<file path="src/rtl/pilha_pkg.sv">
// Shared constants and command-FSM encoding for the pilha hardware stack.
package pilha_pkg;

  localparam int DEFAULT_WIDTH = 16;
  localparam int DEFAULT_DEPTH = 16;

  typedef enum logic {
    ESPERA = 1'b0,
    LIBERA = 1'b1
  } estado_e;

endpackage

</file>
<file path="src/rtl/pilha_mem.sv">
// Stack storage: DEPTH x WIDTH array, synchronous write, asynchronous read.
module pilha_mem #(
  parameter int WIDTH = 16,
  parameter int DEPTH = 16
) (
  input  logic                       clock,
  input  logic                       wr_en_i,
  input  logic [$clog2(DEPTH)-1:0]   wr_addr_i,
  input  logic [WIDTH-1:0]           wr_data_i,
  input  logic [$clog2(DEPTH)-1:0]   rd_addr_i,
  output logic [WIDTH-1:0]           rd_data_o
);

  logic [WIDTH-1:0] mem_q [DEPTH];

  // NOTE: the array has no reset; entries above the count are never observable,
  // and leaving it unreset lets synthesis map it to plain RAM/register-file cells.
  always_ff @(posedge clock) begin
    if (wr_en_i) begin
      mem_q[wr_addr_i] <= wr_data_i;
    end
  end

  assign rd_data_o = mem_q[rd_addr_i];

endmodule

</file>
<file path="src/rtl/pilha.sv">
// Hardware stack: one command per strobe pulse, registered top/pop outputs,
// occupancy flags and a sticky overflow/underflow error.
module pilha
  import pilha_pkg::*;
#(
  parameter int WIDTH = DEFAULT_WIDTH,
  parameter int DEPTH = DEFAULT_DEPTH
) (
  input  logic                     clock,
  input  logic                     reset,
  input  logic                     clock_pilha,
  input  logic                     push,
  input  logic                     pop,
  input  logic                     controle_pilha,
  input  logic [WIDTH-1:0]         data_pilha,
  input  logic [WIDTH-1:0]         data_ula,
  output logic [WIDTH-1:0]         topo,
  output logic [WIDTH-1:0]         dado_pop,
  output logic                     pop_valid,
  output logic [$clog2(DEPTH):0]   ocupacao,
  output logic                     vazia,
  output logic                     cheia,
  output logic                     erro
);

  localparam int AW = $clog2(DEPTH);
  localparam int CW = AW + 1;

  estado_e          state_q, state_d;
  logic [CW-1:0]    count_q, count_d;
  logic [WIDTH-1:0] topo_q, topo_d;
  logic [WIDTH-1:0] dado_pop_q, dado_pop_d;
  logic             pop_valid_q, pop_valid_d;
  logic             erro_q, erro_d;

  logic             strobe;
  logic             exec;
  logic             is_empty;
  logic             is_full;
  logic [WIDTH-1:0] wdata;
  logic             wr_en;
  logic [AW-1:0]    wr_addr;
  logic [AW-1:0]    rd_addr;
  logic [WIDTH-1:0] rd_data;

  pilha_mem #(
    .WIDTH(WIDTH),
    .DEPTH(DEPTH)
  ) u_mem (
    .clock    (clock),
    .wr_en_i  (wr_en),
    .wr_addr_i(wr_addr),
    .wr_data_i(wdata),
    .rd_addr_i(rd_addr),
    .rd_data_o(rd_data)
  );

  assign strobe   = clock_pilha & (push | pop);
  assign exec     = (state_q == ESPERA) & strobe;
  assign is_empty = (count_q == '0);
  assign is_full  = (count_q == CW'(DEPTH));
  assign wdata    = controle_pilha ? data_ula : data_pilha;
  // Entry just below the current top, which becomes the new top after a pop.
  assign rd_addr  = count_q[AW-1:0] - AW'(2);

  always_comb begin
    state_d = state_q;
    case (state_q)
      ESPERA:  if (strobe)  state_d = LIBERA;
      LIBERA:  if (!strobe) state_d = ESPERA;
      default: state_d = ESPERA;
    endcase
  end

  // NOTE: every signal driven here gets a default first, so no path leaves one
  // unassigned and no latch is inferred.
  always_comb begin
    count_d     = count_q;
    topo_d      = topo_q;
    dado_pop_d  = dado_pop_q;
    pop_valid_d = 1'b0;
    erro_d      = erro_q;
    wr_en       = 1'b0;
    wr_addr     = count_q[AW-1:0];

    if (exec) begin
      case ({push, pop})
        2'b11: begin
          if (is_empty) begin
            wr_en   = 1'b1;
            count_d = CW'(1);
            topo_d  = wdata;
            erro_d  = 1'b1;
          end else begin
            wr_en       = 1'b1;
            wr_addr     = count_q[AW-1:0] - AW'(1);
            topo_d      = wdata;
            dado_pop_d  = topo_q;
            pop_valid_d = 1'b1;
          end
        end
        2'b10: begin
          if (is_full) begin
            erro_d = 1'b1;
          end else begin
            wr_en   = 1'b1;
            count_d = count_q + CW'(1);
            topo_d  = wdata;
          end
        end
        2'b01: begin
          if (is_empty) begin
            erro_d = 1'b1;
          end else begin
            dado_pop_d  = topo_q;
            pop_valid_d = 1'b1;
            count_d     = count_q - CW'(1);
            topo_d      = (count_q == CW'(1)) ? '0 : rd_data;
          end
        end
        default: ;
      endcase
    end
  end

  // NOTE: state registers use non-blocking assignments so every flop samples
  // the pre-edge values regardless of statement order.
  always_ff @(posedge clock) begin
    if (reset) begin
      state_q     <= ESPERA;
      count_q     <= '0;
      topo_q      <= '0;
      dado_pop_q  <= '0;
      pop_valid_q <= 1'b0;
      erro_q      <= 1'b0;
    end else begin
      state_q     <= state_d;
      count_q     <= count_d;
      topo_q      <= topo_d;
      dado_pop_q  <= dado_pop_d;
      pop_valid_q <= pop_valid_d;
      erro_q      <= erro_d;
    end
  end

  assign topo      = topo_q;
  assign dado_pop  = dado_pop_q;
  assign pop_valid = pop_valid_q;
  assign ocupacao  = count_q;
  assign vazia     = is_empty;
  assign cheia     = is_full;
  assign erro      = erro_q;

endmodule

</file>
<file path="config.mk">
export PLATFORM = sky130hd
export DESIGN_NAME = pilha
export DESIGN_NICKNAME = d
export VERILOG_FILES = /design/src/rtl/pilha_pkg.sv /design/src/rtl/pilha_mem.sv /design/src/rtl/pilha.sv
export SDC_FILE = /design/constraint.sdc
export NUM_CORES = 1
export LEC_CHECK = 0
export ABC_AREA = 1
export CAP_MARGIN = 20
export CORE_ASPECT_RATIO = 2
export CORE_MARGIN = 10
export CORE_UTILIZATION = 30
export DETAILED_ROUTE_END_ITERATION = 10
export PLACE_DENSITY = 0.57
export REMOVE_ABC_BUFFERS = 1
export SYNTH_ARGS = -nofsm -noshare
export SYNTH_HDL_FRONTEND = slang
export SYNTH_SLANG_ARGS = --single-unit
</file>
<file path="constraint.sdc">
create_clock -name clock -period 3 [get_ports clock]
set_clock_uncertainty 0.2 [all_clocks]
set_input_delay 0.45 -clock clock [delete_from_list [all_inputs] [get_ports clock]]
set_output_delay 0.45 -clock clock [all_outputs]
set_load 0.005 [all_outputs]
</file>
**Word level (Yosys, flattened, before mapping)**

Memories as Yosys holds them, arrays and structs flattened.
Index checks and enable logic that the tools add are counted.
Widths: inputs -> output; s select.

- Add/sub/neg operators: 4
- Eq/ne operators: 10
- Multiplexer cells: 22
- Bitwise gates (word level): 7
- Reduce and logical (&&, ||, !) cells: 9

Operators by type and width:

| operator | number |
|---|---|
| $mux 16 | 4 |
| $pmux 16 s3 | 1 |
| $mux 5 | 3 |
| $pmux 5 s3 | 1 |
| $mux 4 | 3 |
| $mux 1 | 8 |
| $ne 2x2->1 const B | 4 |
| $reduce_and 4->1 | 2 |
| $add 5x1->5 const B | 1 |
| $eq 5x1->1 const B | 1 |
| $eq 5x5->1 const B | 1 |
| $logic_not 5->1 | 1 |
| $reduce_and 5->1 | 1 |
| $sub 5x1->5 const B | 1 |
| $eq 2x2->1 const B | 2 |
| $not 1->1 | 4 |
| $pmux 1 s2 | 2 |
| $sub 4x1->4 const B | 1 |
| $sub 4x2->4 const B | 1 |
| $reduce_and 3->1 | 1 |
| $reduce_bool 3->1 | 1 |
| $reduce_or 3->1 | 1 |
| $and 1x1->1 | 2 |
| $eq 2x1->1 const B | 1 |
| other kinds (4) | 4 |

- Register bits: 40
- RAM bits: 256
- Bits of input ports: 38
- Output and inout bits: 41
- Memories kept: 1

Memories:

| name | words | bits a word | rd ports | clocked after Yosys merged registers in | write ports | line | source |
|---|---|---|---|---|---|---|---|
| u_mem.mem_q | 16 | 16 | 1 | 0 | 1 | pilha_mem.sv:14 | `logic [WIDTH-1:0] mem_q [DEPTH];` |

**Depth between registers and ports, before layout**

- Depth in word-level cells: 6
- Mapped depth: 14
- Gate-level depth less buffers: 11

**By module**

Synthesis repeated with hierarchy kept, for this count alone.

- Cell total of the unflattened synthesis: 1428
- Area, all modules: 13531.7 µm²

Modules (own cells, without submodules):

| module | instances | cells an instance | area each (µm²) | seq. area each (µm²) |
|---|---|---|---|---|
| pilha_mem | 1 | 1058 | 11060.6 | 7687.4 |
| pilha | 1 | 370 | 2471.1 | 800.8 |

**Least setup slack after synthesis**

No wires, ideal clock.

- Path kind: register -> register
- Start: register count_q[1], in the netlist ocupacao[1]
- End: memory u_mem.mem_q[12][0] (enable)
- Setup time: 0.388 ns
- Data arrival time: 2.532 ns
- Data required time: 2.412 ns
- Path slack: -0.120 ns
- Cell stages (with the launch flop): 10
- Cells stage by stage: dfxtp_1 inv_1 buf_4 clkbuf_1 ha_1 nand3_4 nand2_2 xor2_1 nand2_1 nor2_1

- Word-level cells in the longest chain between the ends: 6
- Elaborated cells between the ends (all ways): 11

Ends and longest elaborated chain:

| item | line | source |
|---|---|---|
| start: declaration | pilha.sv:30 | `logic [CW-1:0] count_q, count_d;` |
| start signal: assignment | pilha.sv:138 | `count_q <= count_d;` |
| $eq 5x5->1 | pilha.sv:61 | `assign is_full = (count_q == CW'(DEPTH));` |
| $mux 1 | pilha.sv:103 | `if (is_full) begin` |
| $pmux 1 s2 | pilha.sv:87 | `case ({push, pop})` |
| $mux 1 | pilha.sv:86 | `if (exec) begin` |
| $mux 1 | pilha_mem.sv:19 | `if (wr_en_i) begin` |
| $mux 1 (not written as such) | pilha_mem.sv:20 | `mem_q[wr_addr_i] <= wr_data_i;` |
| end: declaration | pilha_mem.sv:14 |  |

Parallel ways exist; a longest one is shown, timed or not.

**Final worst setup path**

- Start: register count_q[1], in the netlist ocupacao[1]
- End: output port ocupacao[1]

RTL lines:

| item | line | source |
|---|---|---|
| end: declaration | pilha.sv:20 | `output logic [$clog2(DEPTH):0] ocupacao,` |

No word-level cell between the ends.

==> flow_metrics.env <==
export IMPL_status="complete, no violations"
export IMPL_cts_root_buf="clkbuf_16"
export IMPL_period_share=0.957
export IMPL_numCtsBuffers=27
export IMPL_ios=79
export IMPL_fmax_mhz=348
export IMPL_cts_resized=0
export IMPL_htreeDepth=1
export IMPL_drv_slew=0
export IMPL_layout_commonest_cell="nand2_1"
export IMPL_drive_gt1_frac=0.104
export IMPL_crit_type="register to primary output"
export IMPL_swShare=0.253
export IMPL_startpoint_type="register"
export IMPL_core_area_um2=44100
export IMPL_antennaDiodeCount=0
export IMPL_clockBufferDepth=3
export IMPL_fin_util=0.370
export IMPL_routed_wl_um=39400
export IMPL_post_route_drc_count=0
export IMPL_die_x_um=169
export IMPL_final_cell_area_um2=16300
export IMPL_initial_core_util=0.303
export IMPL_dr_pass1_iters=5
export IMPL_layout_common_cells="nand2_1, edfxtp_1, inv_1"
export IMPL_max_stage_delay_ns=0.67
export IMPL_crit_path_end_kind="primary output"
export IMPL_grt_pass1_wl_um=59400
export IMPL_synth_top_cell_by_area="edfxtp_1"
export IMPL_cp_slowest_cell="clkdlybuf4s50_1"
export IMPL_peakVddDrop_mv=0.381
export IMPL_clk_latency_ns=0.58
export IMPL_wl_per_cell_um=18.8
export IMPL_finalHoldViolCount=0
export IMPL_track_usage=0.145
export IMPL_slew_limit_headroom=0.412
export IMPL_route_vias_total=9721
export IMPL_clkSlewWorstSetupHoldPaths_ns=0.07
export IMPL_floorplan_rows=109
export IMPL_cts_sinks=296
export IMPL_p_seq_frac=0.484
export IMPL_critPathArrivalTime_ns=2.22
export IMPL_syn_mean_instance_area_um2=9.46
export IMPL_hold_buffers=0
export IMPL_drt_iter0_drc=674
export IMPL_yosys_area_top_type_share=0.577
export IMPL_async_flop_share=0
export IMPL_overflow=0
export IMPL_grt_pass1_vias=9946
export IMPL_power_switching_mw=2.40
export IMPL_rsz0062_at_grt="no"
export IMPL_internal_power_mw=7.08
export IMPL_antenna_found_initial=0
export IMPL_synth_distinct_cells=33
export IMPL_area_growth_pct=22.1
export IMPL_ys_seq_area_frac=0.637
export IMPL_post_dp_cell_area_um2=15300
export IMPL_cts_setup_buffers=0
export IMPL_tritoncts="done"
export IMPL_synth_edf_count=256
export IMPL_place_hpwl_um=26800
export IMPL_yosys_warnings=0
export IMPL_drt_vias_per_instance=4.63
export IMPL_num_nets_final=1571
export IMPL_hold_ws_ns=0.241
export IMPL_io_buffers=78
export IMPL_setup_violations=0
export IMPL_ant_nets=0
export IMPL_synth_seq_cells=296
export IMPL_power_frac_clock=0.398
export IMPL_cellLeakagePower_nw=6.84
export IMPL_grt_max_degree=137
export IMPL_gp_congestion=0.867
export IMPL_worstMarginPinSlew_ns=0.882
export IMPL_fin_crit_ns=2.87
export IMPL_synth_cell_area_um2=13300
export IMPL_worstPathCellList="buf_4, clkdlybuf4s50_1"
export IMPL_tns_ns=0
export IMPL_reg2reg_slack_ns=0.31
export IMPL_comb_power_share=0.118
export IMPL_synthTopCellsByArea="edfxtp_1, nand2_1, nand3_1"
export IMPL_maxCapViolCount=0
export IMPL_syn_inst=1409
export IMPL_path_max_fanout=68
export IMPL_hold_class="register to register"
export IMPL_dieArea_um2=53800
export IMPL_die_y_um=318
export IMPL_synth_ff_type="edfxtp_1"
export IMPL_power_density_nw_per_um2=583
export IMPL_required_ns=2.35
==> sequential cells by signal (all words and copies together) (netlist names) <==
register	cells
ocupacao	5
topo	16
pop_valid	1
u_mem.mem_q	256
state_q	1
erro	1
dado_pop	16
==> power by group through the flow <==
| stage | Sequential [mW] | Combinational (mW) | Clock, mW |
|---|---|---|---|
| 4_1_cts | 4.59 | 1.14 | 3.85 |
| 6_report | 4.59 | 1.12 | 3.78 |
| 2_1_floorplan | 4.71 | 0.522 | 0 |
| 3_3_place_gp | 4.69 | 1.13 | 0 |
| 3_5_place_dp | 4.68 | 1.14 | 0 |
| 5_1_grt | 4.60 | 1.23 | 4.00 |
==> cells by family (layout without fill, tap and decap cells) <==
family          Yosys count  in the layout  synth area share
compound gates           98             98            0.0389
fa+ha+maj                11             11            0.0103
xor+xnor                  2              2           0.00131
buf+inv                 303            437            0.0910
flops                   296            296             0.637
simple gates            699            699             0.222
==> worst paths after layout <==
| check | startpoint | to | depth (start not counted) |
|---|---|---|---|
| worst min-delay path | dado_pop[3] | dado_pop[3] | 2 |
| worst max register to register | ocupacao[2] | u_mem.mem_q[15][0] | 10 |
| worst min register to register | dado_pop[3] | dado_pop[3] | 2 |
| worst max-delay path | ocupacao[1] | ocupacao[1] | 2 |
==> per-layer routing <==
| metal | global-route usage | vias to the layer above | wire length [µm] |
|---|---|---|---|
| li1 | - | 4761 | - |
| met1 | 0.151 | 4628 | 14000 |
| met2 | 0.275 | 259 | 21800 |
| met3 | 0.0142 | 73 | 1650 |
| met4 | 0.0762 | 0 | 1920 |
| met5 | 0 | - | 0 |
==> critical path: cells and delay by family (launching register included) <==
| family | cells | cell delay, ns |
|---|---|---|
| buffers and inverters | 2 | 1.29 |
| flip-flops | 1 | 0.33 |
==> synth_stat cells, drive strengths merged, types with 2 or more instances <==
cell,n
nor3,2
o21ai,40
nand3,208
nor2,48
inv,235
edfxtp,256
nand2,440
a21oi,52
dfxtp,40
clkbuf,23
buf,45
ha,11
==> final cells by class <==
class | count | area (µm²)
Clock buffer | 31 | 701
Clock inverter | 19 | 264
Fill cell | 4276 | 27800
Inverter | 235 | 883
Multi-Input combinational cell | 810 | 3670
Sequential cell | 296 | 8490
Tap cell | 555 | 694
Timing Repair Buffer | 152 | 1570
==> metrics by stage <==
stage	power, mW	std cells	setup WS [ns]
floorplan	5.23	1341	-3.70
global route	9.82	2098	0.0186
detailed placement	5.82	2048	-0.169
global placement	5.82	2048	-0.177
CTS	9.59	2098	0.0801
finish	9.49	2098	0.129
Note: power is estimated with default switching activity, not from simulation.
